--- config.mk ---
export PLATFORM = sky130hd
export DESIGN_NAME = ins_encoder_loader
export DESIGN_NICKNAME = d
export VERILOG_FILES = /design/src/rtl/ins_encoder_loader_pkg.sv /design/src/rtl/ins_encoder_loader_enc.sv /design/src/rtl/ins_encoder_loader.sv
export SDC_FILE = /design/constraint.sdc
export NUM_CORES = 1
export LEC_CHECK = 0
export ABC_AREA = 1
export CAP_MARGIN = 20
export CORE_MARGIN = 2
export CORE_UTILIZATION = 36
export DETAILED_ROUTE_END_ITERATION = 8
export PLACE_DENSITY = 0.77
export SETUP_SLACK_MARGIN = 0.02
export SKIP_CTS_REPAIR_TIMING = 1
export SYNTH_ARGS = -nofsm -noshare
export SYNTH_HDL_FRONTEND = slang
export SYNTH_SLANG_ARGS = --single-unit
--- constraint.sdc ---
create_clock -name clk -period 1.3 [get_ports clk]
set_input_delay 0.13 -clock clk [delete_from_list [all_inputs] [get_ports clk]]
set_output_delay 0.13 -clock clk [all_outputs]
set_load 0.01 [all_outputs]
--- src/rtl/ins_encoder_loader_pkg.sv ---
// ins_encoder_loader_pkg: shared format codes, FSM states and RV32I opcodes
package ins_encoder_loader_pkg;
    localparam logic [2:0] FMT_R = 3'd0;
    localparam logic [2:0] FMT_I = 3'd1;
    localparam logic [2:0] FMT_S = 3'd2;
    localparam logic [2:0] FMT_B = 3'd3;
    localparam logic [2:0] FMT_U = 3'd4;
    localparam logic [2:0] FMT_J = 3'd5;
    localparam logic [6:0] OP_R = 7'h33;
    localparam logic [6:0] OP_I = 7'h13;
    localparam logic [6:0] OP_S = 7'h23;
    localparam logic [6:0] OP_B = 7'h63;
    localparam logic [6:0] OP_U = 7'h37;
    localparam logic [6:0] OP_J = 7'h6F;
    typedef enum logic [1:0] {IDLE, LOAD, DONE} state_e;
endpackage

--- src/rtl/ins_encoder_loader_enc.sv ---
// ins_encoder: combinational RV32I word assembly from decoded fields
module ins_encoder
    import ins_encoder_loader_pkg::*;
(
    input  logic [2:0]  fmt,
    input  logic [6:0]  opcode,
    input  logic [4:0]  rd,
    input  logic [2:0]  funct3,
    input  logic [4:0]  rs1,
    input  logic [4:0]  rs2,
    input  logic [6:0]  funct7,
    input  logic [31:0] imm,
    output logic [31:0] word,
    output logic        illegal,
    output logic        misaligned
);
    always_comb begin
        word    = '0;
        illegal = 1'b0;
        case (fmt)
            FMT_R:   word = {funct7, rs2, rs1, funct3, rd, opcode};
            FMT_I:   word = {imm[11:0], rs1, funct3, rd, opcode};
            FMT_S:   word = {imm[11:5], rs2, rs1, funct3, imm[4:0], opcode};
            FMT_B:   word = {imm[12], imm[10:5], rs2, rs1, funct3, imm[4:1], imm[11], opcode};
            FMT_U:   word = {imm[31:12], rd, opcode};
            FMT_J:   word = {imm[20], imm[10:1], imm[11], imm[19:12], rd, opcode};
            default: illegal = 1'b1;
        endcase
    end
    // B/J offsets are halfword-aligned; bit 0 is simply dropped from the word
    assign misaligned = (fmt == FMT_B || fmt == FMT_J) && imm[0];
endmodule

--- src/rtl/ins_encoder_loader.sv ---
// ins_encoder_loader: accepts field bundles, encodes them and streams words
// into instruction memory at consecutive addresses with one-cycle latency.
module ins_encoder_loader
    import ins_encoder_loader_pkg::*;
#(
    parameter int DEPTH     = 64,
    parameter int ADDR_W    = 32,
    parameter int BASE_ADDR = 0,
    localparam int CW       = $clog2(DEPTH + 1)
) (
    input  logic              clk,
    input  logic              reset,
    input  logic              start,
    input  logic              finish,
    input  logic              in_valid,
    output logic              in_ready,
    input  logic [2:0]        fmt,
    input  logic [6:0]        opcode,
    input  logic [4:0]        rd,
    input  logic [2:0]        funct3,
    input  logic [4:0]        rs1,
    input  logic [4:0]        rs2,
    input  logic [6:0]        funct7,
    input  logic [31:0]       imm,
    output logic              mem_we,
    output logic [ADDR_W-1:0] mem_addr,
    output logic [31:0]       mem_wdata,
    output logic [CW-1:0]     count,
    output logic              busy,
    output logic              done,
    output logic              err
);
    state_e            r_state, w_next;
    logic [CW-1:0]     r_count;
    logic              r_we, r_err;
    logic [ADDR_W-1:0] r_addr;
    logic [31:0]       r_wdata, w_word;
    logic              w_illegal, w_misaligned, w_accept, w_start;

    ins_encoder u_enc (
        .fmt(fmt), .opcode(opcode), .rd(rd), .funct3(funct3), .rs1(rs1),
        .rs2(rs2), .funct7(funct7), .imm(imm), .word(w_word),
        .illegal(w_illegal), .misaligned(w_misaligned)
    );

    assign in_ready = (r_state == LOAD) && (r_count < CW'(DEPTH));
    assign w_accept = in_valid && in_ready;
    assign w_start  = start && (r_state != LOAD);

    always_comb begin
        w_next = r_state;
        case (r_state)
            IDLE:    w_next = start ? LOAD : IDLE;
            LOAD:    w_next = (finish || (w_accept && !w_illegal && r_count == CW'(DEPTH - 1))) ? DONE : LOAD;
            DONE:    w_next = start ? LOAD : DONE;
            default: w_next = IDLE;
        endcase
    end

    always_ff @(posedge clk or posedge reset) begin
        if (reset) begin
            r_state <= IDLE;
            r_count <= '0;
            r_we    <= 1'b0;
            r_err   <= 1'b0;
            r_addr  <= ADDR_W'(BASE_ADDR);
            r_wdata <= '0;
        end else begin
            r_state <= w_next;
            r_we    <= 1'b0;
            if (w_start) begin
                r_count <= '0;
                r_err   <= 1'b0;
            end else if (w_accept) begin
                if (w_illegal) begin
                    r_err <= 1'b1;
                end else begin
                    r_we    <= 1'b1;
                    r_addr  <= ADDR_W'(BASE_ADDR) + ADDR_W'({r_count, 2'b00});
                    r_wdata <= w_word;
                    r_count <= r_count + 1'b1;
                    if (w_misaligned) r_err <= 1'b1;
                end
            end
        end
    end

    assign mem_we    = r_we;
    assign mem_addr  = r_addr;
    assign mem_wdata = r_wdata;
    assign count     = r_count;
    assign err       = r_err;
    assign busy      = (r_state == LOAD);
    assign done      = (r_state == DONE);
endmodule
==> reports/qor.txt <==
CP bufs+invs: 3
Clock Skews: 0.004872 ns
Crit Path Category: reg -> reg
Setup-failing EPs final: 40
CP peak stage delay: 0.40 ns
Via/cell ratio: 4.537
Post-synthesis sequential area ratio: 44.39%
Met3 wire length: 517 µm
Largest cells by area after synthesis: dfrtp_1 (44%), nand2_1 (25%), buf_4 (8.3%), nand3_1 (6.6%), inv_1 (2.4%)
Ant diodes: 0
PwrDens: 1298 mW/mm²
Crit path time final: 1.369 ns
First-pass GRT wire length: 12590 µm
Core Box Area: 0.007647 mm²
Final cell count without fillers: 643
Routability-driven placement congestion ratio: 0.8628
CP top delay family: buffers and inverters
Buffers on Ports: 122
Cell Area, Synth: 0.002819 mm²
Crit-path cells: inv_2 -> nand4_4 -> nor2_4 -> clkinv_4 -> clkbuf_16 -> nand2_1 -> o21ai_1
Remaining DRCs: 0
GR Overflow Total: 0
Highest routed metal layer: met4
Met2 Routed Length: 4155 µm
Avg WL per Cell: 13.23 µm
Setup crit start: r_state[1]
DR iter-0 viols: 90
Clk pwr share: 17.3%
Crit share post-route: 105.3%
Largest net degree at the start of global routing: 51
RSZ-0062 raised after global routing: yes
CP Launch Type: flip-flop
R2r startpoint: r_state[1]
Vias: 2917
IO Count: 148
Routed wire length: 8510 µm
Area share of the largest cell type after synthesis: 44.39%
Failing checks: setup timing
Hpwl dp: 6081 µm
Area leader, netlist: dfrtp_1
Total GRT Usage: 18.31%
Final Hold Vio Count: 0
Cell-internal power: 4.185 mW
CP max FO: 10
Warnings from Yosys: 0
Clock tree sinks: 50
Starting density of the core: 36.86%
Comb pwr share: 44.7%
Switching Fraction: 33.38%
Vias in the first global route: 2728
Post-route ant nets: 0
Die height: 92.49 µm
Synthesized instance count: 384
Pleak: 3.014 nW
Clk_lat worst skew: 0.30 ns
Die width: 92.49 µm
Endpoint class of the critical path: flip-flop
Setup TNS: -1.784 ns
Slowest stage cell, crit path: dfrtp_1
First-pass DRT Iterations: 4
Area delta synth->final: 71.73%
Total power: 6.282 mW
Maximum clock insertion buffer count: 2
# H-tree levels: 2
Pre-CTS WS: -0.2999 ns
FMAX: 730.7 MHz
Synth Register Bits: 50
CTS buffer count: 5
Total die area: 0.008554 mm²
Required time worst endpoint: 1.50 ns
Metal-1 WL: 3762 µm
Layout cell share with drive strength beyond 1: 19.59%
Root Buffer: clkbuf_8
Final net count: 613
Placed Cells: 623
Num rows: 32
Post-layout worst setup margin: -0.06852 ns
Final Slew Violations: 0
Peak supply drop: 0.7640 mV
Synth cell types: 26
Hold WC Path Type: in -> async
Initial antenna violation count: 0
Post-Syn Area per Cell: 7.341 µm²
Run status: finished, violations left
Sequential share of power: 38.0%
CTS clk-pin slew, worst paths: 0.09 ns
TritonCTS clock tree: built
Worst endpoint data arrival time: 1.57 ns
# Max-Cap Violations: 0
Sw power: 2.097 mW
power by group through the flow:
stage | registers (mW) | logic [mW] | clock network [mW]
finish | 2.38 | 2.81 | 1.09
global route | 2.45 | 3.05 | 1.17
CTS | 2.36 | 2.63 | 1.13
detailed placement | 2.39 | 2.62 | 0
global placement | 2.38 | 2.57 | 0
floorplan | 2.60 | 0.867 | 0
cells by family (layout without fill, tap and decap cells):
kind of cell    count (synthesis)  count (layout)  synth area share, %
compound gates                 15              15                3.329
xor+xnor                        3               3               0.9323
other cells                     1              25               0.1330
fa+ha+maj                       1               1               0.4438
simple gates                  250             250                37.06
flops                          50              50                44.39
buf+inv                        64             197                13.72
state kept, by name (all words and copies together) (netlist names):
register,count
mem_we,1
mem_wdata,32
mem_addr,7
count,7
err,1
r_state,2
synthesized netlist by cell type:
cell type,n
ha_1,1
a21oi_1,4
o21a_1,1
o21bai_4,1
nor2_2,4
nand4_1,5
nand2_1,188
or2_1,1
nand3_1,37
inv_4,1
o21ai_1,3
conb_1,1
o211ai_1,1
buf_6,3
nand2_2,1
buf_4,31
nor2_4,2
buf_2,4
o21ai_0,5
inv_1,18
inv_2,5
nor2_1,11
nand4_4,1
dfrtp_1,50
clkbuf_1,2
xor2_1,3
cell usage in the layout, fill, tap and decap left out, types with 2 or more instances in the layout:
cell type        netlist  layout
nand2_4                0       7
buf_6                  3       2
buf_4                 31      29
dfrtp_1               50      45
o21ai_1                3       4
nand2_1              188     165
clkbuf_16              0       3
nor2_1                11       9
buf_12                 0       8
nand2_2                1      17
dfrtp_2                0       5
clkbuf_1               2       2
nor2_2                 4       4
nor2_4                 2       4
inv_1                 18      15
inv_2                  5       6
clkbuf_8               0       5
nand4_1                5       5
xor2_1                 3       3
clkdlybuf4s50_1        0      71
conb_1                 1      25
dlymetal6s2s_1         0      49
o21ai_2                0       3
a21oi_1                4       3
nand3_1               37      35
buf_8                  0       2
final timing paths:
kind	to	slack [ns]	depth (start not counted)
worst max-delay path	mem_addr[4]	-0.07	7
worst min-delay path	mem_wdata[18]	0.24	3
worst max register to register	mem_addr[4]	-0.07	7
worst min register to register	mem_addr[8]	0.47	2
max in group asynchronous	count[1]	0.83	3
min in group clk	mem_wdata[1]	0.36	3
per-layer routing:
layer	track usage [%]	vias to the layer above
met3	3.580	8
li1	-	1455
met2	31.14	103
met4	5.597	0
met1	23.56	1351
met5	0	-
worst register-to-register path, stage by stage (launching register included):
cell	delay, ns
dfrtp_1	0.40
inv_2	0.10
nand4_4	0.10
nor2_4	0.22
clkinv_4	0.15
clkbuf_16	0.20
nand2_1	0.05
o21ai_1	0.06
layout make-up:
class                           instances  area (µm²)
Clock buffer                            7       76.32
Clock inverter                          1       30.03
Fill cell                             647        2806
Inverter                               24       101.3
Multi-Input combinational cell        294        1414
Sequential cell                        50        1257
Tap cell                              102       127.6
Timing Repair Buffer                  165        1834
stage by stage:
step / hold slack [ns] / area (µm²) / utilization, %
4_1_cts: 0.2383 / 4394 / 57.46
3_3_place_gp: 0.4506 / 4288 / 56.07
6_report: 0.2356 / 4841 / 63.30
2_1_floorplan: 0.1724 / 2913 / -
3_5_place_dp: 0.4540 / 4288 / 56.07
5_1_grt: 0.2566 / 4841 / 63.30
(Power assumes the default switching activity.)
